==> config.mk <==
export PLATFORM = sky130hd
export DESIGN_NAME = stopwatch_display_scan
export DESIGN_NICKNAME = d
export VERILOG_FILES = /design/src/rtl/stopwatch_pkg.sv /design/src/rtl/seg7_decoder.sv /design/src/rtl/stopwatch_display_scan.sv
export SDC_FILE = /design/constraint.sdc
export NUM_CORES = 1
export LEC_CHECK = 0
export BUFFER_PORTS_ARGS = -buffer_cell sky130_fd_sc_hd__buf_2
export CAP_MARGIN = 5
export CORE_UTILIZATION = 40
export CTS_CLUSTER_SIZE = 8
export DETAILED_ROUTE_END_ITERATION = 8
export SKIP_CTS_REPAIR_TIMING = 1
export SLEW_MARGIN = 20
export SYNTH_ARGS = -nofsm -noshare
export SYNTH_HDL_FRONTEND = slang
export SYNTH_HIERARCHICAL = 1
export SYNTH_SLANG_ARGS = --single-unit
==> constraint.sdc <==
create_clock -name clk -period 7.2 [get_ports clk]
set_input_delay 1.08 -clock clk [delete_from_list [all_inputs] [get_ports clk]]
set_output_delay 1.08 -clock clk [all_outputs]
set_load 0.1 [all_outputs]
==> src/rtl/stopwatch_pkg.sv <==
// Shared encodings, segment patterns and decimal split helper for the stopwatch display.
package stopwatch_pkg;

  typedef enum logic [1:0] {
    ST_IDLE    = 2'b00,
    ST_RUNNING = 2'b01,
    ST_PAUSED  = 2'b10,
    ST_INVALID = 2'b11
  } status_e;

  typedef enum logic {
    BL_VISIBLE = 1'b0,
    BL_HIDDEN  = 1'b1
  } blink_e;

  typedef struct packed {
    logic [7:0] minutes;
    logic [5:0] seconds;
    status_e    status;
  } snap_t;

  localparam int         NUM_DIGITS = 4;
  localparam logic [6:0] SEG_BLANK  = 7'h7F;
  localparam logic [6:0] SEG_DASH   = 7'h3F;

  // Active-low {g,f,e,d,c,b,a}; entry [0] is the pattern for '0'.
  localparam logic [9:0][6:0] SEG_TABLE = {
    7'h10, 7'h00, 7'h78, 7'h02, 7'h12,
    7'h19, 7'h30, 7'h24, 7'h79, 7'h40
  };

  // {tens, units}; only meaningful for v < 100, callers dash anything larger.
  function automatic logic [7:0] split_dec(input logic [7:0] v);
    logic [3:0] tens;
    logic [3:0] units;
    tens  = 4'(v / 8'd10);
    units = 4'(v % 8'd10);
    return {tens, units};
  endfunction

endpackage

==> src/rtl/seg7_decoder.sv <==
// One digit of BCD (plus dash override) to active-low 7-segment pattern.
module seg7_decoder
  import stopwatch_pkg::*;
(
  input  logic [3:0] digit,
  input  logic       dash,
  output logic [6:0] seg_n
);

  always_comb begin
    seg_n = SEG_BLANK;
    if (dash)
      seg_n = SEG_DASH;
    else if (digit <= 4'd9)
      seg_n = SEG_TABLE[digit];
  end

endmodule

==> src/rtl/stopwatch_display_scan.sv <==
// Time-multiplexed MM:SS driver for a 4-digit common-anode display, with
// frame snapshots, anti-ghost blanking and a pause blink.
module stopwatch_display_scan
  import stopwatch_pkg::*;
#(
  parameter int DIGIT_PERIOD = 1000,
  parameter int BLINK_PERIOD = 25_000_000
) (
  input  logic       clk,
  input  logic       rst_n,
  input  logic [7:0] minutes,
  input  logic [5:0] seconds,
  input  logic [1:0] status,
  output logic [3:0] an_n,
  output logic [6:0] seg_n,
  output logic       dp_n
);

  localparam int PW = (DIGIT_PERIOD > 2) ? $clog2(DIGIT_PERIOD) : 1;
  localparam int BW = (BLINK_PERIOD > 2) ? $clog2(BLINK_PERIOD) : 1;

  logic [PW-1:0] presc, nxt_presc;
  logic [1:0]    idx, nxt_idx;
  logic          presc_tc, snap, first_slot;
  snap_t         shadow, nxt_shadow, live;
  logic [BW-1:0] blink_cnt, nxt_blink_cnt;
  blink_e        phase, nxt_phase;
  status_e       status_q;
  logic          pause_enter;

  // Outputs are built from next-cycle state so an_n lines up with presc/idx.
  always_comb begin
    presc_tc   = (presc == PW'(DIGIT_PERIOD - 1));
    nxt_presc  = presc_tc ? '0 : presc + 1'b1;
    nxt_idx    = presc_tc ? idx + 2'd1 : idx;
    snap       = first_slot || (presc_tc && idx == 2'd3);
    live         = '0;
    live.minutes = minutes;
    live.seconds = seconds;
    live.status  = status_e'(status);
    nxt_shadow = snap ? live : shadow;
  end

  always_comb begin
    pause_enter   = (status_e'(status) == ST_PAUSED) && (status_q != ST_PAUSED);
    nxt_blink_cnt = blink_cnt + 1'b1;
    nxt_phase     = phase;
    if (pause_enter) begin
      nxt_blink_cnt = '0;
      nxt_phase     = BL_VISIBLE;
    end else if (blink_cnt == BW'(BLINK_PERIOD - 1)) begin
      nxt_blink_cnt = '0;
      nxt_phase     = (phase == BL_VISIBLE) ? BL_HIDDEN : BL_VISIBLE;
    end
  end

  logic [NUM_DIGITS-1:0][3:0] dig_val;
  logic [NUM_DIGITS-1:0]      dig_dash;
  logic [NUM_DIGITS-1:0][6:0] dig_seg;
  logic [7:0]                 sec_dec, min_dec;
  logic                       invalid, sec_oor, min_oor;

  always_comb begin
    sec_dec  = split_dec({2'b00, nxt_shadow.seconds});
    min_dec  = split_dec(nxt_shadow.minutes);
    invalid  = (nxt_shadow.status == ST_INVALID);
    sec_oor  = (nxt_shadow.seconds > 6'd59);
    min_oor  = (nxt_shadow.minutes > 8'd99);
    dig_val  = {min_dec[7:4], min_dec[3:0], sec_dec[7:4], sec_dec[3:0]};
    dig_dash = {{2{invalid | min_oor}}, {2{invalid | sec_oor}}};
  end

  for (genvar g = 0; g < NUM_DIGITS; g++) begin : g_dig
    seg7_decoder u_dec (
      .digit (dig_val[g]),
      .dash  (dig_dash[g]),
      .seg_n (dig_seg[g])
    );
  end

  logic blank, hidden, colon;

  always_comb begin
    hidden = (nxt_shadow.status == ST_PAUSED) && (nxt_phase == BL_HIDDEN);
    blank  = (nxt_presc == '0) || hidden;
    colon  = (nxt_idx == 2'd2) &&
             (nxt_shadow.status == ST_RUNNING || nxt_shadow.status == ST_PAUSED);
  end

  always_ff @(posedge clk or negedge rst_n) begin
    if (!rst_n) begin
      presc      <= '0;
      idx        <= '0;
      first_slot <= 1'b1;
      shadow     <= '0;
      blink_cnt  <= '0;
      phase      <= BL_VISIBLE;
      status_q   <= ST_IDLE;
      an_n       <= 4'hF;
      seg_n      <= SEG_BLANK;
      dp_n       <= 1'b1;
    end else begin
      presc      <= nxt_presc;
      idx        <= nxt_idx;
      first_slot <= 1'b0;
      shadow     <= nxt_shadow;
      blink_cnt  <= nxt_blink_cnt;
      phase      <= nxt_phase;
      status_q   <= status_e'(status);
      an_n       <= blank ? 4'hF : ~(4'b0001 << nxt_idx);
      seg_n      <= blank ? SEG_BLANK : dig_seg[nxt_idx];
      dp_n       <= blank ? 1'b1 : ~colon;
    end
  end

endmodule
# Word level (Yosys, flattened, before mapping)
# Memories as Yosys holds them, arrays and structs flattened.
# Cells that the tools add are included.
# Widths: inputs -> output; s select.
[totals]
register_bits = 69
romBits = 448
inputBits = 18
output_inout_bits = 12
wordCells = 81
mem_count = 4
[mem_list]
columns = ["name", "depth", "width", "read_ports", "rd_ports_with_merged_regs", "write_ports", "line", "rtl"]
rows = [
  ["(no name shown)", 16, 7, 1, 0, 0, "seg7_decoder.sv:15", "seg_n = SEG_TABLE[digit];"],
  ["(no name shown)", 16, 7, 1, 0, 0, "seg7_decoder.sv:15", ""],
  ["(no name shown)", 16, 7, 1, 0, 0, "seg7_decoder.sv:15", ""],
  ["(no name shown)", 16, 7, 1, 0, 0, "seg7_decoder.sv:15", ""],
]
[classes]
addsub = 3
div_mod_pow = 4
order_cmp = 11
n_eq_ne = 9
n_shift = 1
n_mux = 25
n_bitwise = 4
reduce_logical = 8
[ops]
columns = ["cell", "count"]
rows = [
  ["$mux 7", 14],
  ["$mux 25", 2],
  ["$add 25x1->25 const B", 1],
  ["$eq 25x25->1 const B", 1],
  ["$lt 4x5->1 const B", 4],
  ["$le 4x4->1 const B", 4],
  ["$mux 16", 1],
  ["$bmux 7 s2", 1],
  ["$add 10x1->10 const B", 1],
  ["$eq 10x10->1 const B", 1],
  ["$eq 2x2->1 const B", 5],
  ["$logic_not 10->1", 1],
  ["$mux 10", 1],
  ["$div 6x4->8 const B", 1],
  ["$div 8x4->8 const B", 1],
  ["$gt 8x7->1 const B", 1],
  ["$mod 6x4->8 const B", 1],
  ["$mod 8x4->8 const B", 1],
  ["$gt 6x6->1 const B", 1],
  ["$logic_and 1x1->1", 4],
  ["$mux 1", 4],
  ["$mux 4", 1],
  ["$not 4->4", 1],
  ["$shl 1x2->4 const A", 1],
  ["8 further kinds", 11],
]

# Depth between registers and ports, before layout
[logic_depth]
depth_word = 12
ltp_mapped = 25

# Cells and area by module
# Netlist, hierarchy kept.
[modules_own_cells]
columns = ["mod", "n_inst", "cells_each", "area_per_inst_um2"]
rows = [
  ["stopwatch_display_scan", 1, 547, 4833.4],
  ["seg7_decoder", 4, 32, 229.0],
]

# Worst setup path after synthesis
# OpenSTA, ideal clock, no wires.
[synth_path]
kind = "in2reg"
startpoint = "input minutes[5]"
endpoint = "register seg_n[1]"
setup_ns = 0.082
t_arrival_ns = 5.068
slack_ns = 2.050
stages = 21
n_path_buf = 1
cell_sequence = "clkbuf_1 nor2b_1 nor2_1 mux2i_1 o21ai_1 o21ai_1 ha_1 nand2_1 o211ai_1 o21a_1 o221ai_1 a32oi_1 nand3_1 a21bo_1 a21oi_1 inv_1 ha_1 a21o_2 a21o_1 mux4_2 or2_1"
[synth_lines]
columns = ["item", "line", "rtl"]
rows = [
  ["start, declared", "stopwatch_display_scan.sv:11", "input logic [7:0] minutes,"],
  ["end signal, assigned", "stopwatch_display_scan.sv:111", "seg_n <= blank ? SEG_BLANK : dig_seg[nxt_idx];"],
  ["end, declared", "stopwatch_display_scan.sv:15", "output logic [6:0] seg_n,"],
]

==> out/metrics.cfg <==
[run_status]
status = finished, final reports clean

[cells_and_area]
synthToLayoutAreaGrowth_pct = 9.84
layout_common_cells = 76 x nand2_1, 71 x nor2_1, 56 x dfrtp_1
fillers = 1323
layout-drive-gt1-share = 0.158
final_common_cell = nand2_1
num_antenna_cells = 0
nNetsFinal = 743

[setup_path]
r2r_setup_slack_ns = 1.0
end_kind = register
reg2regPathDepth = 22
critical_path_arrival_ns = 6.46
rr_startpoint = idx[0]
crit_required_ns = 7.46
cp_max_fo = 18
cp_common_cell = ha_1
crit_type = reg2reg
slowest_delay_ns = 0.69
critPathSlowestCell = a41oi_4
cp_cell_sequence = ha_1, and4_1, a41oi_4, mux2i_2, o221ai_1, o21ai_1, ha_1, nand2_1, o211ai_1, o21a_1, o221ai_1, a32oi_1, o21ai_1, a2111oi_0, a21oi_1, inv_1, ha_1, o21bai_4, a21oi_1, o211ai_1, mux4_2, or2_1
worstSetupStartpointType = register
reg2reg_to = seg_n[3]

[synthesis]
synth_edf_count = 0
synth-seq-cells = 69
synth-warning-count = 6
postSynthCellCount = 675
synth_ff_type = dfrtp_1
synth.avg_cell_area_um2 = 8.52
seq_area_frac_synth = 0.303
synthDistinctLibCells = 82
ys_async_sr_fraction = 1.00
synth_area_um2 = 5750

[global_routing]
grt_pass1_vias = 4789
antenna_found_initial = 0
grt_max_degree = 70
overflow = 0
grt_pass1_wl_mm = 22.9
grt_usage = 0.197

[worst_hold_path]
hold-path-cell-count = 1
holdCritPathClass = reg2reg
min_from = blink_cnt[0]
min_to = blink_cnt[0]

[clock_tree]
clock_sinks = 69
clk_latency_ns = 0.34
numCtsBuffers = 9
clk_pin_slew_ns = 0.06
cts_buffer_depth = 2
cts-root-buf = clkbuf_16
cts_tree = built
htreeDepth = 3

[route]
vias = 4957
post_drt_wl_per_cell_um = 15.6
viasPerCell = 5.65
finalWirelength_mm = 13.7
dr.pass1.iters = 5
route.detailed.drc = 0
ant_nets = 0
drtIter0Drc = 276

[floorplanning]
coreArea_um2 = 13900
start_util = 0.413
die_h_um = 122
fp.dieW_um = 122
ios = 30
rows = 43
dieArea_um2 = 14900

[timing]
slew_violations = 0
fmax_mhz = 161
hold_violations = 0
rsz0062_at_grt = false
tns_ns = 0
slew_headroom = 0.336
setup_violations = 0
timing.final.crit_period_ns = 6.20
hold_slack_ns = 0.481
skew_ns = 0.0101
worst_pin_slew_ns = 0.968
fin_crit_sh = 0.861

[pwr]
p_per_area_nw_per_um2 = 256
peakVddDrop_mv = 0.235
p_leak_uw = 0.00272

[place]
place_hpwl_mm = 10.1
io_buffers = 29
globalplace.congestion = 0.946

[run]
cap_violations = 0

## synthesized netlist by cell type (6+ instances only)
library cell  instances  area (um2)
a21o_1                8        60.1
a21oi_1              35         175
a21oi_2               7        61.3
and3_1                8        50.1
buf_6                 7        78.8
clkbuf_1             22        82.6
dfrtp_1              56        1400
dfstp_2              13         342
ha_1                 32         400
inv_1                33         124
mux2i_1              10         100
mux4_2                7         158
nand2_1              76         285
nand2b_1              8        50.1
nand3_1              36         180
nor2_1               71         267
nor2b_1               9        56.3
nor3_1               22         110
o211ai_1             13        97.6
o21ai_0              30         150
or2_1                 8        50.1
or3_1                 6        37.5
xnor2_1              15         131
xor2_1               19         166
## cells by family (layout without fill, tap and decap cells)
family / Yosys count / in the layout / synth area share
adders and majority gates: 32 / 32 / 0.0696
other: 1 / 8 / 0.000652
xor gates and xnor gates: 34 / 34 / 0.0518
buffers and inverters: 71 / 87 / 0.0581
AOI/OAI and AO/OA: 169 / 169 / 0.213
and+or+nand+nor: 275 / 275 / 0.238
DFF: 69 / 69 / 0.303
muxes: 24 / 24 / 0.0655
## how the worst max path moves through the flow
stage          cells after the start        from       end
2_1_floorplan                     21  minutes[5]  seg_n[1]
3_3_place_gp                      20      idx[0]  seg_n[1]
3_5_place_dp                      22  minutes[7]  seg_n[3]
4_1_cts                           22      idx[0]  seg_n[3]
5_1_grt                           22      idx[0]  seg_n[3]
6_report                          22      idx[0]  seg_n[3]
## report_power, final
group | leakage (uW) | total (uW) | switching [uW] | internal [uW]
combinational | 0.00171 | 690 | 450 | 240
clock | 0.000153 | 452 | 172 | 280
sequential | 0.000860 | 472 | 32.6 | 439
total | 0.00272 | 1610 | 656 | 959
## through the flow
stage	setup slack, ns	power [uW]	cell area [um2]	utilization	cells
2_1_floorplan	2.05	1050	5780	-	682
3_3_place_gp	1.26	1160	6000	0.431	862
3_5_place_dp	1.06	1170	6000	0.431	862
4_1_cts	1.08	1630	6310	0.453	878
5_1_grt	0.564	1720	6310	0.453	878
6_report	0.997	1610	6310	0.453	878
## metal layers
metal	up-vias	global-route usage	wire length (um)
met5	-	0	0
met4	0	0.0826	342
met3	25	0.0421	696
met2	133	0.327	6620
met1	2358	0.247	6010
li1	2441	-	-
## registers in the layout (all words and copies together) (netlist names)
| register | count |
|---|---|
| an_n | 4 |
| blink_cnt | 25 |
| dp_n | 1 |
| first_slot | 1 |
| idx | 2 |
| phase | 1 |
| presc | 10 |
| seg_n | 7 |
| shadow | 16 |
| status_q | 2 |
## final cells by class
type / instances / area [um2] / area share
flip-flops and latches: 69 / 1740 / 0.276
inverters: 37 / 140 / 0.0222
well taps: 180 / 225 / 0.0357
multi-input cells: 542 / 3710 / 0.588
clock buffers: 10 / 239 / 0.0378
clock inverters: 6 / 70.1 / 0.0111
repair buffers: 34 / 183 / 0.0289
## critical path, delay by kind of cell, from the launching register on
family,cells,cell delay (ns)
muxes,2,0.95
buffers and inverters,1,0.16
AOI/OAI and AO/OA,13,3.20
and+or+nand+nor,3,0.57
adders and majority gates,3,0.88
DFF,1,0.39
(Power assumes the default switching activity.)
